## src/rtl/acc_cpu_core.sv

```systemverilog
// Accumulator CPU core: fetch/decode/execute FSM driving one shared ROM/RAM bus with wait states.
// Optional carry flag for ADD (and SKZ on carry) is built when ACC_CPU_CARRY_EN is defined.
module acc_cpu_core #(
  parameter int                 DATA_W   = 8,
  parameter int                 ADDR_W   = 5,
  parameter logic [ADDR_W-1:0]  RESET_PC = '0
) (
  input  logic              clk,
  input  logic              reset,
  output logic [ADDR_W-1:0] addr,
  output logic              rd,
  output logic              wr,
  input  logic [DATA_W-1:0] rdata,
  output logic [DATA_W-1:0] wdata,
  input  logic              mem_ready,
  output logic              halt,
  output logic              fetch,
  output logic [2:0]        opcode,
  output logic [ADDR_W-1:0] ir_addr,
`ifdef ACC_CPU_CARRY_EN
  output logic              carry,
`endif
  output logic [ADDR_W-1:0] pc_addr
);

  typedef enum logic [2:0] {
    S_IDLE, S_FETCH, S_DECODE, S_READ, S_WRITE, S_HALT
  } state_t;

  localparam logic [2:0] OP_HLT = 3'd0;
  localparam logic [2:0] OP_SKZ = 3'd1;
  localparam logic [2:0] OP_ADD = 3'd2;
  localparam logic [2:0] OP_AND = 3'd3;
  localparam logic [2:0] OP_XOR = 3'd4;
  localparam logic [2:0] OP_STO = 3'd6;
  localparam logic [2:0] OP_JMP = 3'd7;
  localparam logic [ADDR_W-1:0] PC_ONE = {{(ADDR_W-1){1'b0}}, 1'b1};

  // Only the opcode and operand fields of the instruction word are kept.
  state_t              state_q, state_d;
  logic [ADDR_W-1:0]   pc_q, pc_d;
  logic [DATA_W-1:0]   acc_q, acc_d;
  logic [ADDR_W+2:0]   ir_q, ir_d;
  logic [2:0]          op_w;
  logic [ADDR_W-1:0]   operand_w;
  logic                skip_w;
`ifdef ACC_CPU_CARRY_EN
  logic                carry_q, carry_d;
  logic [DATA_W:0]     sum_w;
  assign sum_w  = {1'b0, acc_q} + {1'b0, rdata};
  assign skip_w = (acc_q == '0) || carry_q;
  assign carry  = carry_q;
`else
  assign skip_w = (acc_q == '0);
`endif

  assign op_w      = ir_q[ADDR_W+2 -: 3];
  assign operand_w = ir_q[ADDR_W-1:0];

  always_comb begin
    state_d = state_q;
    pc_d    = pc_q;
    acc_d   = acc_q;
    ir_d    = ir_q;
`ifdef ACC_CPU_CARRY_EN
    carry_d = carry_q;
`endif
    case (state_q)
      S_IDLE:  state_d = S_FETCH;
      S_FETCH: if (mem_ready) begin
        ir_d    = {rdata[DATA_W-1 -: 3], rdata[ADDR_W-1:0]};
        pc_d    = pc_q + PC_ONE;
        state_d = S_DECODE;
      end
      S_DECODE: begin
        case (op_w)
          OP_HLT: state_d = S_HALT;
          OP_SKZ: begin
            if (skip_w) pc_d = pc_q + PC_ONE;
            state_d = S_FETCH;
          end
          OP_JMP: begin
            pc_d    = operand_w;
            state_d = S_FETCH;
          end
          OP_STO:  state_d = S_WRITE;
          default: state_d = S_READ;
        endcase
      end
      S_READ: if (mem_ready) begin
        case (op_w)
`ifdef ACC_CPU_CARRY_EN
          OP_ADD:  begin acc_d = sum_w[DATA_W-1:0]; carry_d = sum_w[DATA_W]; end
          OP_AND:  begin acc_d = acc_q & rdata; carry_d = 1'b0; end
          OP_XOR:  begin acc_d = acc_q ^ rdata; carry_d = 1'b0; end
          default: begin acc_d = rdata; carry_d = 1'b0; end
`else
          OP_ADD:  acc_d = acc_q + rdata;
          OP_AND:  acc_d = acc_q & rdata;
          OP_XOR:  acc_d = acc_q ^ rdata;
          default: acc_d = rdata;
`endif
        endcase
        state_d = S_FETCH;
      end
      S_WRITE: if (mem_ready) state_d = S_FETCH;
      S_HALT:  state_d = S_HALT;
      default: state_d = S_IDLE;
    endcase
  end

  always_ff @(posedge clk or posedge reset) begin
    if (reset) begin
      state_q <= S_IDLE;
      pc_q    <= RESET_PC;
      acc_q   <= '0;
      ir_q    <= '0;
`ifdef ACC_CPU_CARRY_EN
      carry_q <= 1'b0;
`endif
    end else begin
      state_q <= state_d;
      pc_q    <= pc_d;
      acc_q   <= acc_d;
      ir_q    <= ir_d;
`ifdef ACC_CPU_CARRY_EN
      carry_q <= carry_d;
`endif
    end
  end

  // Bus strobes come straight from the state register so reset drops them asynchronously.
  always_comb begin
    addr  = '0;
    rd    = 1'b0;
    wr    = 1'b0;
    fetch = 1'b0;
    halt  = 1'b0;
    case (state_q)
      S_FETCH: begin addr = pc_q; rd = 1'b1; fetch = 1'b1; end
      S_READ:  begin addr = operand_w; rd = 1'b1; end
      S_WRITE: begin addr = operand_w; wr = 1'b1; end
      S_HALT:  halt = 1'b1;
      default: ;
    endcase
  end

  assign wdata   = acc_q;
  assign opcode  = op_w;
  assign ir_addr = operand_w;
  assign pc_addr = pc_q;

endmodule
```

## config.mk

```make
export PLATFORM = sky130hd
export DESIGN_NAME = acc_cpu_core
export DESIGN_NICKNAME = d
export VERILOG_FILES = /design/src/rtl/acc_cpu_core.sv
export SDC_FILE = /design/constraint.sdc
export NUM_CORES = 1
export LEC_CHECK = 0
export ABC_AREA = 1
export CAP_MARGIN = 20
export CORE_MARGIN = 2
export CORE_UTILIZATION = 37
export CTS_BUF_LIST = sky130_fd_sc_hd__clkbuf_4 sky130_fd_sc_hd__clkbuf_8
export DETAILED_ROUTE_END_ITERATION = 6
export GPL_ROUTABILITY_DRIVEN = 0
export PLACE_DENSITY = 0.63
export SYNTH_ARGS = -nofsm -noshare
export SYNTH_HDL_FRONTEND = slang
export SYNTH_SLANG_ARGS = --single-unit
```

## constraint.sdc

```tcl
create_clock -name clk -period 1.7 [get_ports clk]
set_clock_uncertainty 0.1 [all_clocks]
set_input_delay 0.17 -clock clk [delete_from_list [all_inputs] [get_ports clk]]
set_output_delay 0.17 -clock clk [all_outputs]
set_load 0.01 [all_outputs]
```

# After elaboration in Yosys (flattened, before gate mapping)
# Index checks and enable logic that the tools add are counted.
[totals]
register_bits = 24
in_bits = 11
out_inout_bits = 30
elab_cells = 48
[classes]
n_addsub = 2
n_eq_ne = 15
mux = 14
bitwise_logic = 2
n_reduce_logical = 11
[op_table]
columns = ["op", "n"]
rows = [
  ["$pmux W5 S2", 3],
  ["$pmux W8 S3", 1],
  ["$eq A3 B3 Y1 const B", 5],
  ["$pmux W3 S5", 1],
  ["$eq A3 B2 Y1 const B", 4],
  ["$mux W5", 2],
  ["$pmux W3 S3", 1],
  ["$add A8 B8 Y8", 1],
  ["$and A8 B8 Y8", 1],
  ["$logic_not A8 Y1", 1],
  ["$xor A8 B8 Y8", 1],
  ["$eq A3 B1 Y1 const B", 2],
  ["$logic_not A3 Y1", 2],
  ["$mux W3", 2],
  ["$reduce_and A2 Y1", 3],
  ["$reduce_or A2 Y1", 3],
  ["$add A5 B1 Y5 const B", 1],
  ["$mux W1", 4],
  ["$reduce_and A4 Y1", 1],
  ["$ne A3 B2 Y1 const B", 1],
  ["$ne A3 B3 Y1 const B", 1],
  ["$ne A2 B1 Y1 const B", 1],
  ["$ne A2 B2 Y1 const B", 1],
  ["$reduce_bool A2 Y1", 1],
]

# Longest topological paths before layout
[depth]
depth_word = 4
mapped_depth = 11
mapped_depth_nobuf = 11

# Worst setup path after synthesis
# No wires, ideal clock.
[synth_path]
path_kind = "register to register"
startpoint = "reg acc_q[0] (netlist: wdata[0])"
endpoint = "reg acc_q[6] (netlist: wdata[6])"
setup_ps = 116
arrival_time_ps = 1536
required_ps = 1484
path_slack_ps = -53
stages_incl_launch_ff = 11
synth_period_minus_slack_ps = 1753
path_cell_list = "dfrtp_1 > ha_1 > fa_1 > nand2_1 > nand3_1 > nand3_1 > nand3_1 > nand3_1 > nand2_1 > nand2_1 > nand2_1"
[synth_between]
elab_chain_len = 2
[synth_lines]
columns = ["item", "line_no", "text"]
rows = [
  ["from (decl)", "42", "logic [DATA_W-1:0] acc_q, acc_d;"],
  ["from (signal assigned)", "116", "acc_q <= '0;"],
  ["from (signal assigned)", "124", "acc_q <= acc_d;"],
  ["$add A8 B8 Y8", "98", "OP_ADD: acc_d = acc_q + rdata;"],
  ["$pmux W8 S3", "91", "case (op_w)"],
]
# Every way passes these cells.
# A chain may end at the register's enable or synchronous reset.

# Worst setup path in the final report
# Ends and elaborated chain as after synthesis.

==> impl_summary.txt <==
----------------------------------------------------
[Floorplan]
  Total die area ... 5640 sq um
  Chip width ... 75.1 um
  Chip Height ... 75.1 um
  Number of placed I/O pins ... 41
  Core Region ... 4790 sq um
  Num rows ... 25
  Initial core utilization ... 39.1%

[Routing]
  Post-Route WL ... 5110 um
  Remaining number of nets flagged by the antenna check after routing ... 0
  First-iteration detailed-routing DRC count ... 63
  First drt pass iteration count ... 4
  DRC violation count after routing ... 0
  Count of vias placed by the detailed router ... ~2000
  Wire length per cell after detailed routing ... 12.0 um
  Number of vias per cell after detailed routing ... 4.75

[Final layout]
  Non-filler instance count after layout ... 425
  Ant. Diodes ... 0
  Area delta synth->final ... 48.7%
  Fraction of final layout cells with drive strength greater than 1 ... 25.4%
  Final-stage net count ... 381
  Fill count ... 465

[Timing]
  RSZ-0062 raised after global routing ... yes
  Count of endpoints failing hold in the final timing report ... 0
  Maximum operating frequency ... 0.590 GHz
  Pins over their slew limit ... 0
  Tightest Pin Transition ... 0.324 ns
  Count of final setup violators ... 0
  Worst rel slew slack ... approximately four fifths
  Fraction of the cycle the final worst path needs ... 99.7%
  Tmin final ... 1.69 ns

[Clocking]
  Number of clock buffers inserted by TritonCTS ... 3
  H-tree depth ... 1
  Maximum root-to-sink buffer count ... 2
  Sinks on the clock net ... 24
  Clock root buffer ... sky130_fd_sc_hd__clkbuf_8
  Clock network latency to the later pin of the worst-skew pair ... 0.27 ns
  Clock tree from TritonCTS ... done
  Hold buffers post-CTS ... 0
  Clk slew on worst S/H paths ... 0.08 ns

[Place]
  Placed cell count ... 420
  Count of buffers inserted at the top-level ports ... 40
  DP HPWL ... 3950 um

[Min path]
  Class of the tightest hold or removal check ... input pin to async pin

[Synth]
  Top cell types by occurrence after synthesis ... 89 x sky130_fd_sc_hd__nand2_1, 42 x sky130_fd_sc_hd__inv_1, 25 x sky130_fd_sc_hd__nand3_1, 25 x sky130_fd_sc_hd__o21ai_0, 24 x sky130_fd_sc_hd__dfrtp_1
  Fraction of synthesized area in multiplexers ... 0%
  Primary flip-flop cell chosen by synthesis mapping ... sky130_fd_sc_hd__dfrtp_1
  Synth cell types ... 29
  Share of synthesized cell area in full adder, half adder and majority cells ... 7.10%
  Cell type with the largest total area after synthesis ... sky130_fd_sc_hd__dfrtp_1
  Compound-cell area share of the yosys netlist ... 14.1%
  Post-synthesis net count ... 300
  Top-area cell type share of the netlist area ... around 32%
  Sequential fraction of the synthesis area ... 32.1%
  Combinational family with the most area after synthesis ... simple AND/OR/NAND/NOR gates
  Number of warning messages in the yosys log ... 0
  Parity-gate share of the synthesized area counting xor and xnor cells ... less than 1%
  Post-synthesis cell area ... between 1500 and 2000 sq um
  Total of flip-flops plus latches after synthesis ... 24
  Number of flops mapped to enable cells by yosys ... 0
  Top area cells in the synthesized netlist ... sky130_fd_sc_hd__dfrtp_1 32%, sky130_fd_sc_hd__nand2_1 18%, sky130_fd_sc_hd__inv_1 8.4%
  Post-synthesis instance total ... approximately 280
  Per-instance average area after synthesis ... 6.70 sq um
  Synth async-reset ratio ... 100%
  Most common cell in the netlist ... sky130_fd_sc_hd__nand2_1
  Post-Synth Simple-Gate Area ... 35.3%

[Global route]
  Sum of overflow across all layers after global routing ... 0
  Maximum number of pins on one net before global-route repair ... 25
  Wire length of the first global-routing pass ... 8450 um
  Antenna violations before repair ... 0
  Vias in the first global route ... 1845
  Total routing usage reported by global routing ... 19.5%

[Setup path]
  Depth of the worst register-to-register path ... 10
  Type of the setup path with the least slack ... flop to flop
  Critical R2R Launch ... wdata[0]$_DFFE_PP0P_
  Worst setup SP type ... flop
  Data arrival at the endpoint of the critical path ... 1.76 ns
  Cell seen most often among critical-path stages ... sky130_fd_sc_hd__nand2_1
  Reg2reg end ... wdata[6]$_DFFE_PP0P_
  Cells along the critical path ... ha_2, fa_2, nand2_2, nand3_2, nand3_2, nand3_1, nand3_1, nand2_1, nand2_1, nand2_1
  Cell class contributing the biggest share of worst-path delay ... simple AND/OR/NAND/NOR gates
  Maximum cell stage delay along the critical path ... slightly below 0.4 ns
  CP max FO ... 3
  Master of the slowest instance on the critical path ... sky130_fd_sc_hd__dfrtp_1
  Buffers plus inverters on the worst setup path ... 0
  Flop2flop setup slack ... 0.005 ns
  Data required time at the worst endpoint ... 1.76 ns
  Sort of element at the end of the critical path ... flop

[Pwr]
  Internal power component ... 2710 uW
  Leakage power ... roughly 0.0014 uW
  Fraction of power spent switching nets ... 47.2%
  Cell Pwr Density ... approximately 1800 nW/um^2
  Portion of total power attributed to the clock network ... 6.6%
  Overall power consumption ... roughly 5000 uW
  Share of total power in sequential cells ... a little over a fifth
  Proportion of power drawn by combinational gates ... roughly 70%
  Power spent charging and discharging nets ... between 2000 and 2500 uW
  IR drop worst, VDD ... 0.000578 V

[Run]
  MaxCap Viol Count ... 0

[Run status]
  Outcome ... completed

----------------------------------------------------
worst reg2reg max path, delay by kind of cell, from the launching register on:
kind                       cells  cell delay (ns)
adders and majority gates      2             0.55
DFF                            1             0.39
and+or+nand+nor                8             0.56
worst max path at each step:
stage / end / depth (start not counted) / from / slack, ns
after detailed placement: wdata[6]$_DFFE_PP0P_ / 11 / rdata[0] / -0.22
after CTS: addr[1] / 7 / state_q[2]$_DFFE_PP0P_ / -0.003
final: wdata[6]$_DFFE_PP0P_ / 10 / wdata[0]$_DFFE_PP0P_ / 0.005
after global placement: wdata[6]$_DFFE_PP0P_ / 11 / rdata[0] / -0.23
after floorplan: wdata[6]$_DFFE_PP0P_ / 10 / wdata[0]$_DFFE_PP0P_ / 0.02
after global routing: wdata[6]$_DFFE_PP0P_ / 11 / wdata[0]$_DFFE_PP0P_ / -0.1
metrics by stage:
step / area [sq um] / TNS (ns) / hold slack [ns] / utilization, % / worst slack, ns
after floorplan: 1880 / 0 / 0.0846 / - / 0.0182
after detailed placement: 2620 / -1.94 / 0.423 / 54.7 / -0.222
final: 2780 / 0 / 0.141 / 58.1 / 0.00528
after global placement: 2620 / -1.93 / 0.411 / 54.7 / -0.228
after global routing: 2780 / -0.637 / 0.182 / 58.1 / -0.0973
after CTS: 2660 / -0.00474 / 0.157 / 55.6 / -0.00275
what timing repair did:
item | in CTS | in global routing
buffers inserted | 2 | 1
setup endpoints to repair | 9 | 21
resized for setup | 32 | 40
pin swaps | 1 | 7
kinds of logic after synthesis:
kind of cell | count (synthesis)
AO/OA/AOI/OAI | 46
XOR/XNOR | 2
adder cells (fa/ha/maj) | 10
buffers and inverters | 49
flip-flops | 24
AND/OR/NAND/NOR | 148
metal layers:
layer,GRT usage (%),wire length [um],part of all wire [%]
met1,25.3,2360,46
met4,4.56,44,0.86
met5,0,0,0
met2,34.7,2550,50
met3,2.01,144,2.8
sequential cells by signal, indices dropped and copies added, names as in the netlist:
signal,count
ir_q,8
pc_addr,5
state_q,3
wdata,8
final cells by class:
type / count / area (sq um) / share of cell area, %
clock buffer: 3 / 41.3 / 1.49
inverter: 46 / 185 / 6.66
multi-input combinational: 206 / 1190 / 42.8
sequential: 24 / 604 / 21.7
tap: 67 / 83.8 / 3.02
timing repair buffer: 79 / 676 / 24.3
power by group through the flow:
| stage | Sequential [uW] | Clock (uW) | Combinational (uW) |
|---|---|---|---|
| final | 1130 | 340 | 3660 |
| after detailed placement | 1100 | 0 | 3440 |
| after global routing | 1180 | 370 | 4090 |
| after CTS | 1090 | 355 | 3430 |
| after global placement | 1100 | 0 | 3430 |
| after floorplan | 1170 | 0 | 1820 |
cell usage in the layout (no fill, tap or decap), types with 5 or more instances in the layout:
cell                              count
sky130_fd_sc_hd__nand3_1             22
sky130_fd_sc_hd__nor2_1              15
sky130_fd_sc_hd__o22ai_1              6
sky130_fd_sc_hd__o21ai_0             20
sky130_fd_sc_hd__nor2_4               5
sky130_fd_sc_hd__clkdlybuf4s50_1     30
sky130_fd_sc_hd__o21ai_1              7
sky130_fd_sc_hd__buf_4               36
sky130_fd_sc_hd__nand2_1             84
sky130_fd_sc_hd__nand2_2              7
sky130_fd_sc_hd__dfrtp_1             21
sky130_fd_sc_hd__inv_1               38
sky130_fd_sc_hd__ha_1                 6
sky130_fd_sc_hd__a21oi_1              5
sky130_fd_sc_hd__buf_2                5
Note: power is estimated with default switching activity, not from simulation.
